### src/rtl/mips_cache_pkg.sv
// Shared types and constants for the MIPS data cache memory-side logic.
// The arbiter state encoding is fixed so checkers can decode it directly.
package mips_cache_pkg;

  typedef enum logic [1:0] {
    IDLE  = 2'd0,
    DRAIN = 2'd1,
    FILL  = 2'd2
  } arb_state_e;

  localparam int          DEFAULT_LINE_WORDS = 4;
  localparam logic [3:0]  AVM_BE_ALL         = 4'hF;

endpackage

### src/rtl/mips_cache_mem_arbiter.sv
// Owns the single Avalon master port: buffered writes pass straight through,
// and a read miss drains the write buffer before a sequential line fill.
//
// Handshake: a request on either side is held stable while its waitrequest is
// high; it transfers in the cycle where request=1 and waitrequest=0.
module mips_cache_mem_arbiter
  import mips_cache_pkg::*;
#(
  parameter int LINE_WORDS = DEFAULT_LINE_WORDS,
  parameter int IDX_BITS   = $clog2(LINE_WORDS)
) (
  input  logic                clk,
  input  logic                rst,
  input  logic                fill_req,
  input  logic [31:0]         fill_addr,
  output logic                fill_word_valid,
  output logic [IDX_BITS-1:0] fill_word_idx,
  output logic [31:0]         fill_word_data,
  output logic                fill_done,
  output logic                busy,
  input  logic [31:0]         wb_write_addr,
  input  logic [31:0]         wb_write_data,
  input  logic [3:0]          wb_byteenable,
  input  logic                wb_writeenable,
  input  logic                wb_empty,
  output logic                wb_active,
  output logic                wb_waitrequest,
  output logic [31:0]         avm_address,
  output logic                avm_read,
  output logic                avm_write,
  output logic [31:0]         avm_writedata,
  output logic [3:0]          avm_byteenable,
  input  logic                avm_waitrequest,
  input  logic [31:0]         avm_readdata
);

  localparam logic [31:0]         LINE_MASK = 32'(LINE_WORDS * 4 - 1);
  localparam logic [IDX_BITS-1:0] LAST_IDX  = IDX_BITS'(LINE_WORDS - 1);

  arb_state_e          state_q, state_d;
  logic [IDX_BITS-1:0] idx_q, idx_d;
  logic [31:0]         base_q, base_d;
  logic                wb_drained;
  logic                word_accept;

  // The fill may only start once nothing is queued and nothing is in flight,
  // so every buffered write reaches memory before the miss read (RAW order).
  assign wb_drained  = wb_empty && !wb_writeenable;
  assign word_accept = (state_q == FILL) && !avm_waitrequest;

  always_ff @(posedge clk) begin
    if (rst) begin
      state_q <= IDLE;
      idx_q   <= '0;
      base_q  <= '0;
    end else begin
      state_q <= state_d;
      idx_q   <= idx_d;
      base_q  <= base_d;
    end
  end

  always_comb begin
    state_d         = state_q;
    idx_d           = idx_q;
    base_d          = base_q;
    wb_active       = 1'b1;
    wb_waitrequest  = avm_waitrequest;
    avm_read        = 1'b0;
    avm_write       = wb_writeenable;
    avm_address     = wb_write_addr;
    avm_writedata   = wb_write_data;
    avm_byteenable  = wb_byteenable;
    fill_word_valid = 1'b0;
    fill_done       = 1'b0;

    unique case (state_q)
      IDLE: begin
        if (fill_req) begin
          base_d  = fill_addr & ~LINE_MASK;
          idx_d   = '0;
          state_d = wb_drained ? FILL : DRAIN;
        end
      end
      DRAIN: begin
        if (wb_drained) state_d = FILL;
      end
      FILL: begin
        wb_active      = 1'b0;
        wb_waitrequest = 1'b1;
        avm_write      = 1'b0;
        avm_byteenable = AVM_BE_ALL;
        avm_read       = 1'b1;
        avm_address    = base_q + {{(30 - IDX_BITS){1'b0}}, idx_q, 2'b00};
        if (word_accept) begin
          fill_word_valid = 1'b1;
          idx_d           = idx_q + IDX_BITS'(1);
          if (idx_q == LAST_IDX) begin
            fill_done = 1'b1;
            state_d   = IDLE;
          end
        end
      end
      default: state_d = IDLE;
    endcase
  end

  assign fill_word_idx  = idx_q;
  assign fill_word_data = avm_readdata;
  assign busy           = (state_q != IDLE);

endmodule

### config.mk
export PLATFORM = sky130hd
export DESIGN_NAME = mips_cache_mem_arbiter
export DESIGN_NICKNAME = d
export VERILOG_FILES = /design/src/rtl/mips_cache_pkg.sv /design/src/rtl/mips_cache_mem_arbiter.sv
export SDC_FILE = /design/constraint.sdc
export NUM_CORES = 1
export LEC_CHECK = 0
export ABC_AREA = 1
export BUFFER_PORTS_ARGS = -buffer_cell sky130_fd_sc_hd__buf_2
export CORE_AREA = 2 2 96 98
export DETAILED_ROUTE_END_ITERATION = 16
export DIE_AREA = 0 0 98 100
export PLACE_DENSITY = 0.73
export SKIP_CTS_REPAIR_TIMING = 1
export SLEW_MARGIN = 20
export SYNTH_ARGS = -nofsm -noshare
export SYNTH_HDL_FRONTEND = slang
export SYNTH_SLANG_ARGS = --single-unit
export TNS_END_PERCENT = 1
### constraint.sdc
create_clock -name clk -period 1.5 [get_ports clk]
set_input_delay 0.3 -clock clk [delete_from_list [all_inputs] [get_ports clk]]
set_output_delay 0.3 -clock clk [all_outputs]
set_load 0.01 [all_outputs]
==> After elaboration in Yosys (flattened, before gate mapping) <==
Index checks and enable logic that the tools add are counted.
W data, S select, Z words.
{ "op_classes": {"order_cmp": 0, "n_bitwise": 0, "mul": 0, "shifts": 0, "n_reduce_logical": 10, "div": 0, "n_eq_ne": 7, "n_addsub": 2, "mux": 20} }
{ "op_table": {"columns": ["operator", "count"], "rows": [
  ["$add A32 B4 Y32", 1],
  ["$mux W32", 1],
  ["$mux W2", 7],
  ["$mux W1", 9],
  ["$ne A2 B2 Y1 const B", 3],
  ["$pmux W2 S3", 1],
  ["$eq A2 B2 Y1 const B", 2],
  ["$mux W4", 1],
  ["$pmux W2 S2", 1],
  ["$reduce_and A4 Y1", 1],
  ["$reduce_bool A2 Y1", 2],
  ["$reduce_and A3 Y1", 1],
  ["$add A2 B1 Y2 const B", 1],
  ["$eq A2 B1 Y1 const B", 1],
  ["$logic_and A1 B1 Y1", 2],
  ["$logic_not A1 Y1", 2],
  ["$logic_not A2 Y1", 1],
  ["$ne A2 B1 Y1 const B", 1],
  ["$reduce_and A2 Y1", 1]
]} }
{ "totals": {"wordCells": 42, "n_memories": 0, "output_inout_bits": 109, "latch_bits": 0, "regBits": 32, "mem_bits_ro": 0, "mem_bits_rw": 0} }

==> Logic depth before layout (Yosys ltp) <==
{ "logic_depth": {"depth_word": 5, "depth_mapped": 7, "mapped_depth_nobuf": 6} }

==> Worst setup path before layout <==
Ideal clock, no wire load.
{ "synth_timing": {"kind": "flip-flop to output port", "start": "register state_q[0]", "end": "output fill_done", "t_arrival_ps": 1004, "path_stages_with_launch": 5, "required_time_ps": 1200, "path_slack_ps": 196, "path_buffers": 1, "cell_sequence": "dfxtp_1 -> inv_1 -> nand2_2 -> buf_4 -> nor3_1"} }
{ "synth_between": {"elab_chain_cells": 4} }
{ "synth_lines": {"columns": ["element", "line_no", "rtl"], "rows": [
  ["start: declaration", "mips_cache_mem_arbiter.sv:40", "arb_state_e state_q, state_d;"],
  ["start signal: assignment", "mips_cache_mem_arbiter.sv:57", "state_q <= state_d;"],
  ["$eq A2 B2 Y1 (*)", "mips_cache_mem_arbiter.sv:49, mips_cache_mem_arbiter.sv:77", null],
  ["$logic_and A1 B1 Y1", "mips_cache_mem_arbiter.sv:49", "assign word_accept = (state_q == FILL) && !avm_waitrequest;"],
  ["$mux W1", "mips_cache_mem_arbiter.sv:95", "if (word_accept) begin"],
  ["$mux W1 (*)", "mips_cache_mem_arbiter.sv:77", "unique case (state_q)"],
  ["end: declaration", "mips_cache_mem_arbiter.sv:19", "output logic fill_done,"]
]} }
Every way passes the cells marked *; elsewhere a longest branch is shown, timed or not.

==> Final worst setup path <==
{ "layout_timing": {"start": "register state_q[1]", "end": "output avm_byteenable[1]"} }
{ "layout_between": {"elab_chain_cells": 2} }
{ "layout_lines": {"columns": ["element", "line_no", "rtl"], "rows": [
  ["$eq A2 B2 Y1", "mips_cache_mem_arbiter.sv:77", null],
  ["$mux W4", "mips_cache_mem_arbiter.sv:77", null],
  ["end: declaration", "mips_cache_mem_arbiter.sv:32", "output logic [3:0] avm_byteenable,"]
]} }
No other way between the ends.

==> impl_metrics.env <==
export IMPL_synth_fa_ha_area_share_pct=0.581
export IMPL_clock_fmax_mhz=618
export IMPL_ctsLongestPathBuffers=2
export IMPL_num_io_pins=247
export IMPL_rsz0062_at_grt="true"
export IMPL_synth_cell_area_um2=2150
export IMPL_grt_antenna_before_repair=0
export IMPL_gr_usage_all_layers_pct=11.7
export IMPL_hpwl_um=4430
export IMPL_core_um2=8890
export IMPL_rr_endpoint="base_q[12]$_SDFFE_PP0P_"
export IMPL_status="complete, but fails checks"
export IMPL_reg2reg_setup_slack_ps=130
export IMPL_place_congestion=0.659
export IMPL_post_route_period_util_pct=108
export IMPL_ir_worst_vdd_mv=0.397
export IMPL_leakage_nw=1.41
export IMPL_final_cells=497
export IMPL_yosysWarnings=0
export IMPL_fin_ws_ps=-119
export IMPL_fp_dieW_um=98
export IMPL_critPathKind="reg -> out"
export IMPL_drc_errors=0
export IMPL_num_vias=2094
export IMPL_worst_path_max_fanout=19
export IMPL_yosysTopAreaCell="dfxtp_1"
export IMPL_ys_flop_type="dfxtp_1"
export IMPL_synthTopCellsByArea="dfxtp_1 30%, buf_4 24%, nand2_1 16%"
export IMPL_grt_pass1_wl_um=9240
export IMPL_vias_per_cell=4.21
export IMPL_finalClockSkew_ps=4.76
export IMPL_drt_first_iter_violations=26
export IMPL_fin_util_pct=29.5
export IMPL_min_period_ps=1620
export IMPL_crit_path_start="state_q[1]$_SDFFE_PP0P_"
export IMPL_cts_tree="built"
export IMPL_power_switching_mw=1.07
export IMPL_drive_gt1_share_pct=38.9
export IMPL_initial_core_util_pct=24.2
export IMPL_synth_fp_nets=472
export IMPL_synth_xor_area_share_pct=0
export IMPL_slew_viol_final=0
export IMPL_synthSimpleGateAreaFrac_pct=32.4
export IMPL_crit_required_ps=1200
export IMPL_power_density_nw_per_um2=1170
export IMPL_numPortBuffers=114
export IMPL_synth_edff_count=0
export IMPL_start_kind="register"
export IMPL_clock_sinks=32
export IMPL_seqPwrFrac_pct=35.4
export IMPL_synth_distinct_cells=24
export IMPL_max_cap_violations=0
export IMPL_htreeDepth=2
export IMPL_num_rows=35
export IMPL_grt_max_degree=33
export IMPL_synth_top_area_share_pct=29.8
export IMPL_dr_pass1_iters=4
export IMPL_reg2reg_from="state_q[0]$_SDFFE_PP0P_"
export IMPL_place_inst=486
export IMPL_worst_pin_slew_ps=370
export IMPL_die_h_um=100
export IMPL_crit_end="avm_byteenable[1]"
export IMPL_setup_violations=37
export IMPL_die_area_um2=9800
export IMPL_cts_root_buf="clkbuf_8"
export IMPL_ys_seq_area_share_pct=29.8
export IMPL_synth_most_common_cell="nand2_1"
export IMPL_synthMuxAreaShare_pct=0
export IMPL_p_sw_share_pct=34.9
export IMPL_avgSynthCellArea_um2=6.46
export IMPL_ff2ff_path_depth=6
export IMPL_wire_per_inst_um=12.3
export IMPL_overflow=0
export IMPL_netlist_instances=333
export IMPL_synth_compound_gate_area_share_pct=8.08
export IMPL_async_flop_share_pct=0
export IMPL_p_clk_share_pct=27.4
export IMPL_p_comb_share_pct=37.2
export IMPL_synth_top_family_by_area="simple AND/OR/NAND/NOR gates"
export IMPL_syn2layout_area_growth_pct=21.9
export IMPL_clk_insertion_delay_late_ps=280
export IMPL_ant_nets=0
export IMPL_violations="setup timing"
export IMPL_finalHoldViolCount=0
export IMPL_netlist_top_cells_count="94 x nand2_1, 69 x buf_4, 69 x nor2_1, 32 x dfxtp_1, 20 x o21ai_0"
export IMPL_end_kind="primary output"
export IMPL_hold_class="in -> reg"
export IMPL_wl_um=6130
export IMPL_ys_ff_latch=32
export IMPL_relSlewSlack_pct=75.1
export IMPL_numCtsBuffers=5
export IMPL_intPower_mw=1.99
export IMPL_grt_pass1_vias=1962
export IMPL_final_nets=524
export IMPL_diodes=0
export IMPL_cp_arrival_ps=1320
export IMPL_cts_clk_slew_worst_paths_ps=70
-- metal layers --
metal	track usage [%]	vias to the layer above	routed length, um
met4	6.41	0	239
met3	3.97	29	525
li1	-	1058	-
met2	21.3	105	3030
met5	0	-	0
met1	11.8	902	2330
-- how the worst min path moves through the flow --
stage	cells past startpoint	end	from
final	3	base_q[21]$_SDFFE_PP0P_	fill_addr[21]
after global routing	3	base_q[23]$_SDFFE_PP0P_	fill_addr[23]
after CTS	3	base_q[25]$_SDFFE_PP0P_	fill_addr[25]
after detailed placement	2	base_q[4]$_SDFFE_PP0P_	base_q[4]$_SDFFE_PP0P_
after global placement	2	base_q[29]$_SDFFE_PP0P_	base_q[29]$_SDFFE_PP0P_
after floorplan	2	base_q[18]$_SDFFE_PP0P_	fill_addr[18]
-- worst max-delay path, stage by stage, from the launching register on --
cell and delay (ps):
dfxtp_4 370, inv_4 70, nor2_4 40, buf_12 140, or2_2 280, buf_6 120
-- through the flow --
stage	setup WS [ps]	setup TNS (ps)	hold slack [ps]	instance area (um^2)	power, mW
3_3_place_gp	101	0	464	2400	2.12
5_1_grt	-174	-5250	243	2620	3.30
4_1_cts	-246	-8510	238	2510	3.02
6_report	-119	-2180	250	2620	3.06
3_5_place_dp	80.9	0	473	2400	2.16
2_1_floorplan	196	0	446	2150	1.91
-- power by group through the flow --
stage	Sequential (mW)	Combinational, mW	Clock [mW]
after floorplan	1.08	0.830	0
after global placement	1.08	1.04	0
after detailed placement	1.09	1.06	0
after CTS	1.07	1.07	0.882
after global routing	1.10	1.28	0.918
final	1.08	1.14	0.839
-- placed cells by master, fill, tap and decap left out, drive strengths merged --
cell type	synthesis	final
clkinv	0	1
clkbuf	3	7
buf	76	122
nor2	71	71
inv	11	11
dfxtp	32	32
nand3	3	3
o21ai	32	32
nor3	1	1
a21oi	2	2
bufinv	0	1
clkinvlp	0	1
nand2	96	96
ha	1	1
or2	5	5
-- registers in the layout, indices dropped and copies added (netlist names) --
register	cells
base_q	28
state_q	2
fill_word_idx	2
-- logic make-up after synthesis --
kind of cell	Yosys count
AO/OA/AOI/OAI	34
adder cells (fa/ha/maj)	1
buffers and inverters	90
flip-flops	32
AND/OR/NAND/NOR	176
-- final cells by class --
type	instances	area (um^2)
flip-flops and latches	32	648
well taps	111	139
fillers	1007	6270
multi-input cells	211	905
repair buffers	124	768
clock inverters	3	42.5
inverters	11	51.3
clock buffers	5	68.8
No activity file was read; power rests on OpenSTA's default activity.
